<file path="src/rtl/apb_req_arb_if.sv">
// apb_req_arb_if: requester-side and APB-side signals of apb_req_arb.
// The master modport is the arbiter's view, because it masters the APB bus.
// The slave modport is the view of the requesters and the register file.
interface apb_req_arb_if #(
  parameter int unsigned ADDR_W = 21,
  parameter int unsigned DATA_W = 16
);
  logic              m0_req;
  logic              m0_write;
  logic [ADDR_W-1:0] m0_addr;
  logic [DATA_W-1:0] m0_wdata;
  logic              m0_done;
  logic [DATA_W-1:0] m0_rdata;
  logic              m0_err;

  logic              m1_req;
  logic              m1_write;
  logic [ADDR_W-1:0] m1_addr;
  logic [DATA_W-1:0] m1_wdata;
  logic              m1_done;
  logic [DATA_W-1:0] m1_rdata;
  logic              m1_err;

  logic [ADDR_W-1:0] req_paddr;
  logic              req_pwrite;
  logic              req_psel;
  logic              req_penable;
  logic [DATA_W-1:0] req_pwdata;
  logic              req_pready;
  logic [DATA_W-1:0] req_prdata;
  logic              req_pslverr;

  logic              arb_busy;
  logic              timeout_evt;

  modport master (
    input  m0_req, m0_write, m0_addr, m0_wdata,
    output m0_done, m0_rdata, m0_err,
    input  m1_req, m1_write, m1_addr, m1_wdata,
    output m1_done, m1_rdata, m1_err,
    output req_paddr, req_pwrite, req_psel, req_penable, req_pwdata,
    input  req_pready, req_prdata, req_pslverr,
    output arb_busy, timeout_evt
  );

  modport slave (
    output m0_req, m0_write, m0_addr, m0_wdata,
    input  m0_done, m0_rdata, m0_err,
    output m1_req, m1_write, m1_addr, m1_wdata,
    input  m1_done, m1_rdata, m1_err,
    input  req_paddr, req_pwrite, req_psel, req_penable, req_pwdata,
    output req_pready, req_prdata, req_pslverr,
    input  arb_busy, timeout_evt
  );
endinterface

</file>
<file path="src/rtl/apb_req_arb.sv">
// apb_req_arb: two-requester round-robin arbiter driving one APB request bus
// (clk_100m domain). It sequences SETUP/ACCESS for the granted port and
// returns read data and error to it. All outputs are registered.
// Optional ACCESS-phase abort is enabled by defining APB_ARB_TIMEOUT_EN.
module apb_req_arb #(
  parameter int unsigned ADDR_W      = 21,
  parameter int unsigned DATA_W      = 16,
  parameter int unsigned TIMEOUT_CYC = 256
) (
  input logic           clk_100m,
  input logic           rst_100m,
  apb_req_arb_if.master bus
);
  localparam logic [1:0] ST_IDLE   = 2'd0;
  localparam logic [1:0] ST_SETUP  = 2'd1;
  localparam logic [1:0] ST_ACCESS = 2'd2;
  localparam logic [1:0] ST_DONE   = 2'd3;

  if (TIMEOUT_CYC < 2 || TIMEOUT_CYC > 65535) begin : g_bad_timeout
    $error("apb_req_arb: TIMEOUT_CYC must be in 2..65535");
  end

  logic [1:0]        r_state;
  logic              r_ptr;
  logic              r_gnt;
  logic              r_busy;
  logic              r_psel;
  logic              r_penable;
  logic [ADDR_W-1:0] r_paddr;
  logic              r_pwrite;
  logic [DATA_W-1:0] r_pwdata;
  logic              r_m0_done;
  logic              r_m1_done;
  logic [DATA_W-1:0] r_m0_rdata;
  logic [DATA_W-1:0] r_m1_rdata;
  logic              r_m0_err;
  logic              r_m1_err;

  logic              w_both;
  logic              w_any;
  logic              w_sel;
  logic              w_fin;
  logic              w_err;
  logic              w_rd_load;
  logic [DATA_W-1:0] w_rd;
  logic              w_tout;

`ifdef APB_ARB_TIMEOUT_EN
  localparam logic [15:0] LP_TO_LAST = 16'(TIMEOUT_CYC - 1);
  logic [15:0] r_tcnt;
  logic        r_tevt;
`endif

  // Arbitration: a lone requester wins; under contention the pointer decides.
  always_comb begin
    w_both = bus.m0_req & bus.m1_req;
    w_any  = bus.m0_req | bus.m1_req;
    w_sel  = w_both ? r_ptr : bus.m1_req;
  end

  // ACCESS completion: pready wins over an abort landing in the same cycle.
  always_comb begin
    w_fin     = 1'b0;
    w_err     = 1'b0;
    w_rd_load = 1'b0;
    w_rd      = '0;
    w_tout    = 1'b0;
    if (r_state == ST_ACCESS) begin
      if (bus.req_pready) begin
        w_fin     = 1'b1;
        w_err     = bus.req_pslverr;
        w_rd_load = ~r_pwrite;
        w_rd      = bus.req_prdata;
      end
`ifdef APB_ARB_TIMEOUT_EN
      else if (r_tcnt == LP_TO_LAST) begin
        w_fin     = 1'b1;
        w_err     = 1'b1;
        w_rd_load = 1'b1;
        w_rd      = '0;
        w_tout    = 1'b1;
      end
`endif
    end
  end

  // Main FSM, bus drive and per-port completion results.
  always_ff @(posedge clk_100m) begin
    if (rst_100m) begin
      r_state    <= ST_IDLE;
      r_ptr      <= 1'b0;
      r_gnt      <= 1'b0;
      r_busy     <= 1'b0;
      r_psel     <= 1'b0;
      r_penable  <= 1'b0;
      r_paddr    <= '0;
      r_pwrite   <= 1'b0;
      r_pwdata   <= '0;
      r_m0_done  <= 1'b0;
      r_m1_done  <= 1'b0;
      r_m0_rdata <= '0;
      r_m1_rdata <= '0;
      r_m0_err   <= 1'b0;
      r_m1_err   <= 1'b0;
    end else begin
      r_m0_done <= w_fin & ~r_gnt;
      r_m1_done <= w_fin & r_gnt;
      if (w_fin) begin
        if (r_gnt) begin
          r_m1_err <= w_err;
          if (w_rd_load) r_m1_rdata <= w_rd;
        end else begin
          r_m0_err <= w_err;
          if (w_rd_load) r_m0_rdata <= w_rd;
        end
      end
      case (r_state)
        ST_IDLE: begin
          if (w_any) begin
            r_gnt   <= w_sel;
            if (w_both) r_ptr <= ~w_sel;
            r_paddr  <= w_sel ? bus.m1_addr  : bus.m0_addr;
            r_pwrite <= w_sel ? bus.m1_write : bus.m0_write;
            r_pwdata <= w_sel ? bus.m1_wdata : bus.m0_wdata;
            r_psel   <= 1'b1;
            r_busy   <= 1'b1;
            r_state  <= ST_SETUP;
          end
        end
        ST_SETUP: begin
          r_penable <= 1'b1;
          r_state   <= ST_ACCESS;
        end
        ST_ACCESS: begin
          if (w_fin) begin
            r_psel    <= 1'b0;
            r_penable <= 1'b0;
            r_state   <= ST_DONE;
          end
        end
        default: begin
          r_busy  <= 1'b0;
          r_state <= ST_IDLE;
        end
      endcase
    end
  end

`ifdef APB_ARB_TIMEOUT_EN
  // ACCESS wait counter (cleared while in SETUP) and abort event pulse.
  always_ff @(posedge clk_100m) begin
    if (rst_100m) begin
      r_tcnt <= '0;
      r_tevt <= 1'b0;
    end else begin
      r_tevt <= w_tout;
      if (r_state == ST_SETUP) r_tcnt <= '0;
      else if (r_state == ST_ACCESS && !bus.req_pready) r_tcnt <= r_tcnt + 16'd1;
    end
  end
  assign bus.timeout_evt = r_tevt;
`else
  assign bus.timeout_evt = 1'b0;
`endif

  assign bus.req_paddr   = r_paddr;
  assign bus.req_pwrite  = r_pwrite;
  assign bus.req_psel    = r_psel;
  assign bus.req_penable = r_penable;
  assign bus.req_pwdata  = r_pwdata;
  assign bus.m0_done     = r_m0_done;
  assign bus.m1_done     = r_m1_done;
  assign bus.m0_rdata    = r_m0_rdata;
  assign bus.m1_rdata    = r_m1_rdata;
  assign bus.m0_err      = r_m0_err;
  assign bus.m1_err      = r_m1_err;
  assign bus.arb_busy    = r_busy;
endmodule

</file>
<file path="src/flat_wrapper.sv">
// flat-port wrapper written by rule: the top's interface ports become plain ports
module apb_req_arb_flat 
#(
  parameter int unsigned ADDR_W      = 21,
  parameter int unsigned DATA_W      = 16,
  parameter int unsigned TIMEOUT_CYC = 256
)
  (clk_100m, rst_100m, bus_m0_req, bus_m0_write, bus_m0_addr, bus_m0_wdata, bus_m0_done, bus_m0_rdata, bus_m0_err, bus_m1_req, bus_m1_write, bus_m1_addr, bus_m1_wdata, bus_m1_done, bus_m1_rdata, bus_m1_err, bus_req_paddr, bus_req_pwrite, bus_req_psel, bus_req_penable, bus_req_pwdata, bus_req_pready, bus_req_prdata, bus_req_pslverr, bus_arb_busy, bus_timeout_evt);
  apb_req_arb_if #(.ADDR_W(ADDR_W), .DATA_W(DATA_W)) bus_i ();
  input logic clk_100m;
  input logic rst_100m;
  input wire logic [$bits(bus_i.m0_req)-1:0] bus_m0_req;
  input wire logic [$bits(bus_i.m0_write)-1:0] bus_m0_write;
  input wire logic [$bits(bus_i.m0_addr)-1:0] bus_m0_addr;
  input wire logic [$bits(bus_i.m0_wdata)-1:0] bus_m0_wdata;
  output wire logic [$bits(bus_i.m0_done)-1:0] bus_m0_done;
  output wire logic [$bits(bus_i.m0_rdata)-1:0] bus_m0_rdata;
  output wire logic [$bits(bus_i.m0_err)-1:0] bus_m0_err;
  input wire logic [$bits(bus_i.m1_req)-1:0] bus_m1_req;
  input wire logic [$bits(bus_i.m1_write)-1:0] bus_m1_write;
  input wire logic [$bits(bus_i.m1_addr)-1:0] bus_m1_addr;
  input wire logic [$bits(bus_i.m1_wdata)-1:0] bus_m1_wdata;
  output wire logic [$bits(bus_i.m1_done)-1:0] bus_m1_done;
  output wire logic [$bits(bus_i.m1_rdata)-1:0] bus_m1_rdata;
  output wire logic [$bits(bus_i.m1_err)-1:0] bus_m1_err;
  output wire logic [$bits(bus_i.req_paddr)-1:0] bus_req_paddr;
  output wire logic [$bits(bus_i.req_pwrite)-1:0] bus_req_pwrite;
  output wire logic [$bits(bus_i.req_psel)-1:0] bus_req_psel;
  output wire logic [$bits(bus_i.req_penable)-1:0] bus_req_penable;
  output wire logic [$bits(bus_i.req_pwdata)-1:0] bus_req_pwdata;
  input wire logic [$bits(bus_i.req_pready)-1:0] bus_req_pready;
  input wire logic [$bits(bus_i.req_prdata)-1:0] bus_req_prdata;
  input wire logic [$bits(bus_i.req_pslverr)-1:0] bus_req_pslverr;
  output wire logic [$bits(bus_i.arb_busy)-1:0] bus_arb_busy;
  output wire logic [$bits(bus_i.timeout_evt)-1:0] bus_timeout_evt;
  assign bus_i.m0_req = bus_m0_req;
  assign bus_i.m0_write = bus_m0_write;
  assign bus_i.m0_addr = bus_m0_addr;
  assign bus_i.m0_wdata = bus_m0_wdata;
  assign bus_m0_done = bus_i.m0_done;
  assign bus_m0_rdata = bus_i.m0_rdata;
  assign bus_m0_err = bus_i.m0_err;
  assign bus_i.m1_req = bus_m1_req;
  assign bus_i.m1_write = bus_m1_write;
  assign bus_i.m1_addr = bus_m1_addr;
  assign bus_i.m1_wdata = bus_m1_wdata;
  assign bus_m1_done = bus_i.m1_done;
  assign bus_m1_rdata = bus_i.m1_rdata;
  assign bus_m1_err = bus_i.m1_err;
  assign bus_req_paddr = bus_i.req_paddr;
  assign bus_req_pwrite = bus_i.req_pwrite;
  assign bus_req_psel = bus_i.req_psel;
  assign bus_req_penable = bus_i.req_penable;
  assign bus_req_pwdata = bus_i.req_pwdata;
  assign bus_i.req_pready = bus_req_pready;
  assign bus_i.req_prdata = bus_req_prdata;
  assign bus_i.req_pslverr = bus_req_pslverr;
  assign bus_arb_busy = bus_i.arb_busy;
  assign bus_timeout_evt = bus_i.timeout_evt;
  apb_req_arb #(.ADDR_W(ADDR_W), .DATA_W(DATA_W), .TIMEOUT_CYC(TIMEOUT_CYC)) u_core (.clk_100m(clk_100m), .rst_100m(rst_100m), .bus(bus_i));
endmodule
</file>
<file path="config.mk">
export PLATFORM = sky130hd
export DESIGN_NAME = apb_req_arb_flat
export DESIGN_NICKNAME = d
export VERILOG_FILES = /design/src/rtl/apb_req_arb_if.sv /design/src/rtl/apb_req_arb.sv /design/src/flat_wrapper.sv
export SDC_FILE = /design/constraint.sdc
export NUM_CORES = 1
export LEC_CHECK = 0
export BUFFER_PORTS_ARGS = -buffer_cell sky130_fd_sc_hd__buf_2
export CORE_MARGIN = 1
export CORE_UTILIZATION = 40
export DETAILED_ROUTE_END_ITERATION = 10
export GPL_TIMING_DRIVEN = 0
export HOLD_SLACK_MARGIN = 0.1
export PLACE_DENSITY = 0.71
export SYNTH_ARGS = -nofsm -noshare
export SYNTH_HDL_FRONTEND = slang
export SYNTH_SLANG_ARGS = --single-unit
</file>
<file path="constraint.sdc">
create_clock -name clk_100m -period 4.8 [get_ports clk_100m]
set_clock_uncertainty 0.2 [all_clocks]
set_input_delay 0.96 -clock clk_100m [delete_from_list [all_inputs] [get_ports clk_100m]]
set_output_delay 0.96 -clock clk_100m [all_outputs]
set_load 0.02 [all_outputs]
</file>
==> run_results.csv, run 1 <==
group,metric,value,unit
sta,hold_violations,0,
clocking,clkSinkCount,81,
floorplanning,fp.coreArea,8720,um2
setup_path,path_cells,"buf_2",
setup_path,worstPathArrival,990,ps
power,swShare,0.379,
routing,ant_nets,0,
cells_and_area,nFillCells,851,
power,seq_power_share,0.360,
floorplanning,row_count,34,
power,internal-power,1.54,mW
synth,synth-edff-count,0,
synth,yosysUniqueCellTypes,38,
synth,synth_top_family_by_area,"compound AO/OA/AOI/OAI gates",
synth,synth_top_area_cell,"dfxtp_1",
synth,syn-instance-count,421,
synth,yosys-top-cells-area,"dfxtp_1 45%, a311oi_2 8.4%, nand2_1 6.8%",
sta,holdWs,251,ps
power,switching_power,0.943,mW
synth,syn_nets,522,
cells_and_area,drive_gt1_frac,0.406,
power,power.density,514,nW/um2
place,port_buffers,171,
global_route,antenna_found_initial,0,
synth,avgSynthCellArea,8.53,um2
routing,viasPerCell,5.19,
synth,synthArstFlopShare,0,
job,drv_cap,0,
synth,synth_top_area_frac,0.452,
floorplanning,die_area,9360,um2
synth,yosysWarnings,0,
sta,period_share,0.448,
synth,ys_seq_elements,81,
routing,dr.pass1.iters,5,
place,gp_congestion,0.841,
cells_and_area,fin_area,4830,um2
floorplanning,dieWidth,96.7,um
place,dp_hpwl,7.98,mm
status,status,"complete, no violations",
floorplanning,initial_utilization,0.412,
clocking,ctsRootBufferMaster,"clkbuf_8",
setup_path,cp_num_buf_inv,1,
global_route,grt_pass1_vias,3617,
routing,drc,0,
cells_and_area,regArea,1620,um2
synth,synth_xor_area_frac,0.00244,
power,clkPwrFrac,0.246,
setup_path,crit_path_start_kind,"register",
sta,grt_setup_unrepaired,"no",
hold_path,min_path_type,"register to register",
synth,mappedNetlistArea,3590,um2
sta,drv_slew,0,
global_route,grt_pass1_wl,17.2,mm
clocking,clockBufferDepth,2,
global_route,grt_usage,0.223,
routing,dr_total_vias,3719,
sta,maxSlewHeadroom,0.513,
setup_path,cp_max_fo,6,
cells_and_area,area_delta_synth_final,34.6,%
setup_path,crit_required,3640,ps
clocking,clkLatencyLatePin,340,ps
place,placed_area,4580,um2
floorplanning,ios,176,
cells_and_area,antenna_cells,0,
clocking,cts_tree,"built",
setup_path,critPathMaxStageDelay,430,ps
synth,synthSimpleGateAreaFrac,0.205,
clocking,ctsResizeCount,0,
floorplanning,chipHeight,96.7,um
sta,setup_tns,0,ps
sta,worst_pin_slew,730,ps
synth,muxShareOfSynthArea,0.00558,
routing,wirelength,10.4,mm
setup_path,cp_slowest_cell,"dfxtp_1",
synth,ys_seq_area_frac,0.452,
sta,max_freq,466,MHz
routing,drtIter0Drc,112,
power,vdd_drop_max,0.000250,V
setup_path,crit_type,"register to output pin",
synth,synth_compound_area_frac,0.255,
sta,min_period,2150,ps
global_route,grt_overflow_total,0,
clocking,cts_made_buffers,9,
clocking,clk_pin_slew,80,ps
clocking,htree_levels,3,
power,p_comb_frac,0.394,
power,p_leak,2.14,nW
sta,setup_violations,0,
clocking,post_cts_buffers,0,
synth,synthAdderAreaFrac,0.0105,
global_route,grt_max_degree,15,
routing,wl_per_cell,14.5,um
setup_path,critPathTopFamily,"flip-flops",
cells_and_area,nets,704,
cells_and_area,multi_input_area,1720,um2
synth,ys.flop_type,"dfxtp_1",
clocking,postCtsHoldBufs,0,
setup_path,critPathCaptureType,"output pin",
==> power groups by stage <==
stage,combinational (mW),clock (mW),sequential (mW)
5_1_grt,1.07,0.661,0.914
3_5_place_dp,0.985,0,0.908
2_1_floorplan,0.524,0,1.06
3_3_place_gp,0.967,0,0.904
6_report,0.980,0.611,0.895
4_1_cts,0.985,0.623,0.896
==> per-layer routing <==
layer,global-route usage,up-vias,wire (um)
met5,0,-,0
met4,0.0689,0,120
met3,0.0549,11,808
met2,0.382,163,4940
met1,0.276,1691,4520
li1,-,1854,-
==> layout by cell type, fill, tap and decap left out, types with 6 or more instances in the layout <==
master / count
a21oi_1: 35
a311oi_1: 18
a311oi_2: 20
buf_2: 188
buf_4: 6
clkbuf_1: 17
clkbuf_8: 10
dfxtp_1: 81
nand2_1: 65
nand3_1: 40
nor2_1: 47
o21ai_1: 28
o21ai_2: 10
==> metrics by stage <==
stage	util	total power [mW]	std cells	worst slack, ps
6_report	0.554	2.49	716	2650
3_5_place_dp	0.525	1.89	700	2310
2_1_floorplan	-	1.58	421	2690
3_3_place_gp	0.525	1.87	700	2370
5_1_grt	0.554	2.64	716	2580
4_1_cts	0.554	2.50	716	2630
==> flip-flops by register name (all words and copies together), names as in the netlist, 2 cells and up <==
signal,flops
u_core.bus.m0_rdata,16
u_core.bus.m1_rdata,16
u_core.bus.req_paddr,21
u_core.bus.req_pwdata,16
u_core.r_state,2
==> synth_stat cells, drive strengths merged, types with 2 or more instances <==
cell / n
nor2: 47
dfxtp: 81
a311oi: 38
mux2i: 2
inv: 4
clkbuf: 17
ha: 3
nand2: 65
nor2b: 2
o21ai: 41
nand2b: 2
a21oi: 35
buf: 27
nand3: 40
==> final timing paths <==
path	from	endpoint	slack, ps	depth (start not counted)
worst max-delay path	u_core.bus.req_pwrite$_SDFFE_PP0P_	bus_req_pwrite	2650	1
worst min-delay path	u_core.bus.m1_rdata[13]$_SDFFE_PP0P_	u_core.bus.m1_rdata[13]$_SDFFE_PP0P_	250	2
worst max register to register	u_core.r_state[0]$_SDFFE_PP0P_	u_core.bus.m1_rdata[5]$_SDFFE_PP0P_	2800	7
worst min register to register	u_core.bus.m1_rdata[13]$_SDFFE_PP0P_	u_core.bus.m1_rdata[13]$_SDFFE_PP0P_	250	2
==> layout make-up <==
class,instances,share of cell area
plain buffers,44,0.0479
clock buffers,10,0.0285
clock inverters,6,0.0238
inverters,4,0.00311
multi-input cells,292,0.356
flip-flops and latches,81,0.335
well taps,108,0.0280
repair buffers,171,0.177
==> cell families after synthesis <==
kind of cell	count (synthesis)
buf+inv	48
other cells	1
mux	2
simple gates	166
fa+ha+maj	3
compound gates	119
flops	81
xor+xnor	1
(Power assumes the default switching activity.)
==> inputs of run 2 (changes only) <==
--- a/config.mk
+++ b/config.mk
@@ -5,6 +5,7 @@
 export SDC_FILE = /design/constraint.sdc
 export NUM_CORES = 1
 export LEC_CHECK = 0
+export ABC_AREA = 1
 export BUFFER_PORTS_ARGS = -buffer_cell sky130_fd_sc_hd__buf_2
 export CORE_MARGIN = 1
 export CORE_UTILIZATION = 40
==> constraint.sdc (replaced) <==
create_clock -name clk_100m -period 2.1 [get_ports clk_100m]
set_clock_uncertainty 0.2 [all_clocks]
set_input_delay 0.42 -clock clk_100m [delete_from_list [all_inputs] [get_ports clk_100m]]
set_output_delay 0.42 -clock clk_100m [all_outputs]
set_load 0.02 [all_outputs]
==> run 2 against run 1 <==
Compared with the run above: the flow now finishes with violations (design-rule violations); sequential cell count unchanged; clock-buffer cell count decreased by 1; largest cell class unchanged; clock power increased by 69%; die area increased by 1.9%; worst setup slack got worse by 2400 ps; global-route usage decreased by 0.62 points; combinational power increased to 2.7 times the previous value; final cell count increased by 17%; synthesized cell count increased by 28%; first-iteration DRC count increased by 35%.
==> run_results.csv, run 2 <==
group,metric,value,unit
synth,yosys-top-cells-area,"dfxtp_1 44%, nor2_1 15%, nand3_1 11%",
clocking,cts_tree,"built",
setup_path,crit-reg2reg-launch,"u_core.r_state[0]$_SDFFE_PP0P_",
setup_path,worstPathArrival,1860,ps
clocking,htree_levels,3,
clocking,clkLatencyLatePin,340,ps
synth,syn-instance-count,539,
synth,yosysWarnings,0,
hold_path,whs_path_depth,3,
synth,ys_seq_elements,81,
cells_and_area,largest_reg_flops,21,
place,gp_congestion,0.866,
clocking,cts_made_buffers,9,
status,status,"finished with violations",
setup_path,cp_max_fo,10,
clocking,ctsResizeCount,0,
global_route,grt_max_degree,16,
setup_path,worstRegToRegCells,8,
floorplanning,initial_utilization,0.415,
routing,dr_total_vias,3916,
setup_path,crit_type,"register to register",
sta,holdWs,120,ps
cells_and_area,nets,824,
cells_and_area,area_delta_synth_final,32.4,%
global_route,grt_overflow_total,0,
sta,min_period,1820,ps
hold_path,min_to,"u_core.bus.m1_rdata[8]$_SDFFE_PP0P_",
job,drv_cap,0,
floorplanning,dieWidth,97.6,um
setup_path,r2r_setup_slack,280,ps
setup_path,crit_required,2140,ps
cells_and_area,final_cell_mix,"181 x buf_2, 147 x nor2_1, 87 x nand2_1, 81 x nand3_1, 81 x dfxtp_1",
sta,setup_tns,0,ps
sta,max_freq,550,MHz
cells_and_area,nFillCells,898,
sta,hold_violations,0,
sta,maxSlewHeadroom,0.666,
synth,ys.flop_type,"dfxtp_1",
routing,wl_per_cell,12.2,um
setup_path,critPathCaptureType,"register",
clocking,ctsRootBufferMaster,"clkbuf_8",
cells_and_area,antenna_cells,0,
power,power.density,1200,nW/um2
floorplanning,ios,176,
floorplanning,row_count,34,
synth,syn_nets,640,
synth,synth-edff-count,0,
routing,dr.pass1.iters,8,
routing,wl_met3,845,um
floorplanning,fp.coreArea,8810,um2
global_route,grt_pass1_wl,16.6,mm
global_route,antenna_found_initial,0,
sta,finalWorstSetupSlack,281,ps
setup_path,r2r_end,"u_core.bus.m0_rdata[10]$_SDFFE_PP0P_",
clocking,clockBufferDepth,2,
synth,synth_top_area_cell,"dfxtp_1",
power,vdd_drop_max,0.000508,V
sta,grt_setup_unrepaired,"no",
power,p_leak,2.73,nW
routing,ant_nets,0,
routing,drt-met1-wl,4.35,mm
synth,yosysMostFrequentCell,"nor2_1",
sta,worst_pin_slew,501,ps
routing,drtIter0Drc,151,
routing,maxUsedRoutingLayer,"met4",
synth,avgSynthCellArea,6.79,um2
global_route,grt_usage,0.217,
setup_path,crit_path_start_kind,"register",
sta,setup_violations,0,
global_route,grt_pass1_vias,3701,
hold_path,min_path_type,"input pin to register",
sta,drv_slew,0,
clocking,post_cts_buffers,0,
synth,synth_top_area_frac,0.443,
cells_and_area,fin_util,0.550,
hold_path,hp-start,"bus_req_prdata[8]",
synth,ys_seq_area_frac,0.443,
clocking,postCtsHoldBufs,1,
cells_and_area,drive_gt1_frac,0.306,
routing,viasPerCell,4.68,
clocking,clk_pin_slew,90,ps
routing,wirelength,10.2,mm
routing,drc,30,
place,port_buffers,172,
place,dp_hpwl,7.99,mm
synth,synthArstFlopShare,0,
cells_and_area,layout_commonest_cell,"buf_2",
place,dp_slack,268,ps
status,failed_checks,"design-rule violations",
clocking,clkSinkCount,81,
synth,synthTopCellsByCount,"147 x nor2_1, 87 x nand2_1, 81 x dfxtp_1, 81 x nand3_1, 49 x inv_1",
floorplanning,chipHeight,97.6,um
routing,wl_met2,4.87,mm
sta,period_share,0.866,
synth,yosysUniqueCellTypes,22,
floorplanning,die_area,9530,um2
synth,mappedNetlistArea,3660,um2
-- run 2: per-layer routing --
metal / vias up / GRT usage
met5: - / 0
met2: 176 / 0.393
met4: 0 / 0.0781
met3: 10 / 0.0468
li1: 2035 / -
met1: 1695 / 0.250
-- run 2: worst max-delay path by stage --
stage / startpoint / end / depth (start not counted)
4_1_cts: u_core.r_state[0]$_SDFFE_PP0P_ / u_core.bus.m0_rdata[10]$_SDFFE_PP0P_ / 8
3_5_place_dp: u_core.r_state[0]$_SDFFE_PP0P_ / u_core.bus.m0_rdata[10]$_SDFFE_PP0P_ / 8
5_1_grt: u_core.r_state[0]$_SDFFE_PP0P_ / u_core.bus.m1_rdata[6]$_SDFFE_PP0P_ / 8
3_3_place_gp: u_core.r_state[0]$_SDFFE_PP0P_ / u_core.bus.m0_rdata[10]$_SDFFE_PP0P_ / 8
2_1_floorplan: u_core.r_state[0]$_SDFFE_PP0P_ / u_core.bus.m1_rdata[10]$_SDFFE_PP0P_ / 8
6_report: u_core.r_state[0]$_SDFFE_PP0P_ / u_core.bus.m0_rdata[10]$_SDFFE_PP0P_ / 8
-- run 2: cell families (layout without fill, tap and decap cells) --
kind of cell               count (synthesis)  in the layout  share of synthesized area
adders and majority gates                  3              3                     0.0103
AOI/OAI and AO/OA                         44             44                     0.0612
and+or+nand+nor                          324            324                      0.373
other                                      1              1                    0.00103
buffers and inverters                     86            275                      0.111
DFF                                       81             81                      0.443
-- run 2: critical path: stages, from the launching register on --
cell and delay (ps):
dfxtp_1 330, inv_1 90, ha_1 270, nand2_2 90, nor2_4 110, nand2_2 120
clkbuf_2 190, o21ai_0 260, nor2_1 60
-- run 2: stage by stage --
| stage | power, mW | area [um2] | instances |
|---|---|---|---|
| floorplan | 4.00 | 3660 | 539 |
| global placement | 4.77 | 4650 | 819 |
| detailed placement | 4.83 | 4650 | 819 |
| CTS | 5.87 | 4840 | 836 |
| global route | 6.26 | 4840 | 836 |
| finish | 5.80 | 4840 | 836 |
-- run 2: cell type report --
cell class | count | area (um2) | share of cell area
multi-input cells | 372 | 1630 | 0.336
inverters | 52 | 196 | 0.0405
well taps | 108 | 135 | 0.0279
clock buffers | 9 | 124 | 0.0256
repair buffers | 173 | 871 | 0.180
flip-flops and latches | 81 | 1620 | 0.335
plain buffers | 34 | 211 | 0.0436
clock inverters | 7 | 56.3 | 0.0116
-- run 2: power breakdown --
group          internal, mW  leakage (nW)  total (mW)  switching, mW
Clock                 0.436        0.0781        1.03          0.592
Sequential             1.94         0.664        2.15          0.213
Combinational         0.939          1.99        2.62           1.68
Total                  3.31          2.73        5.80           2.49
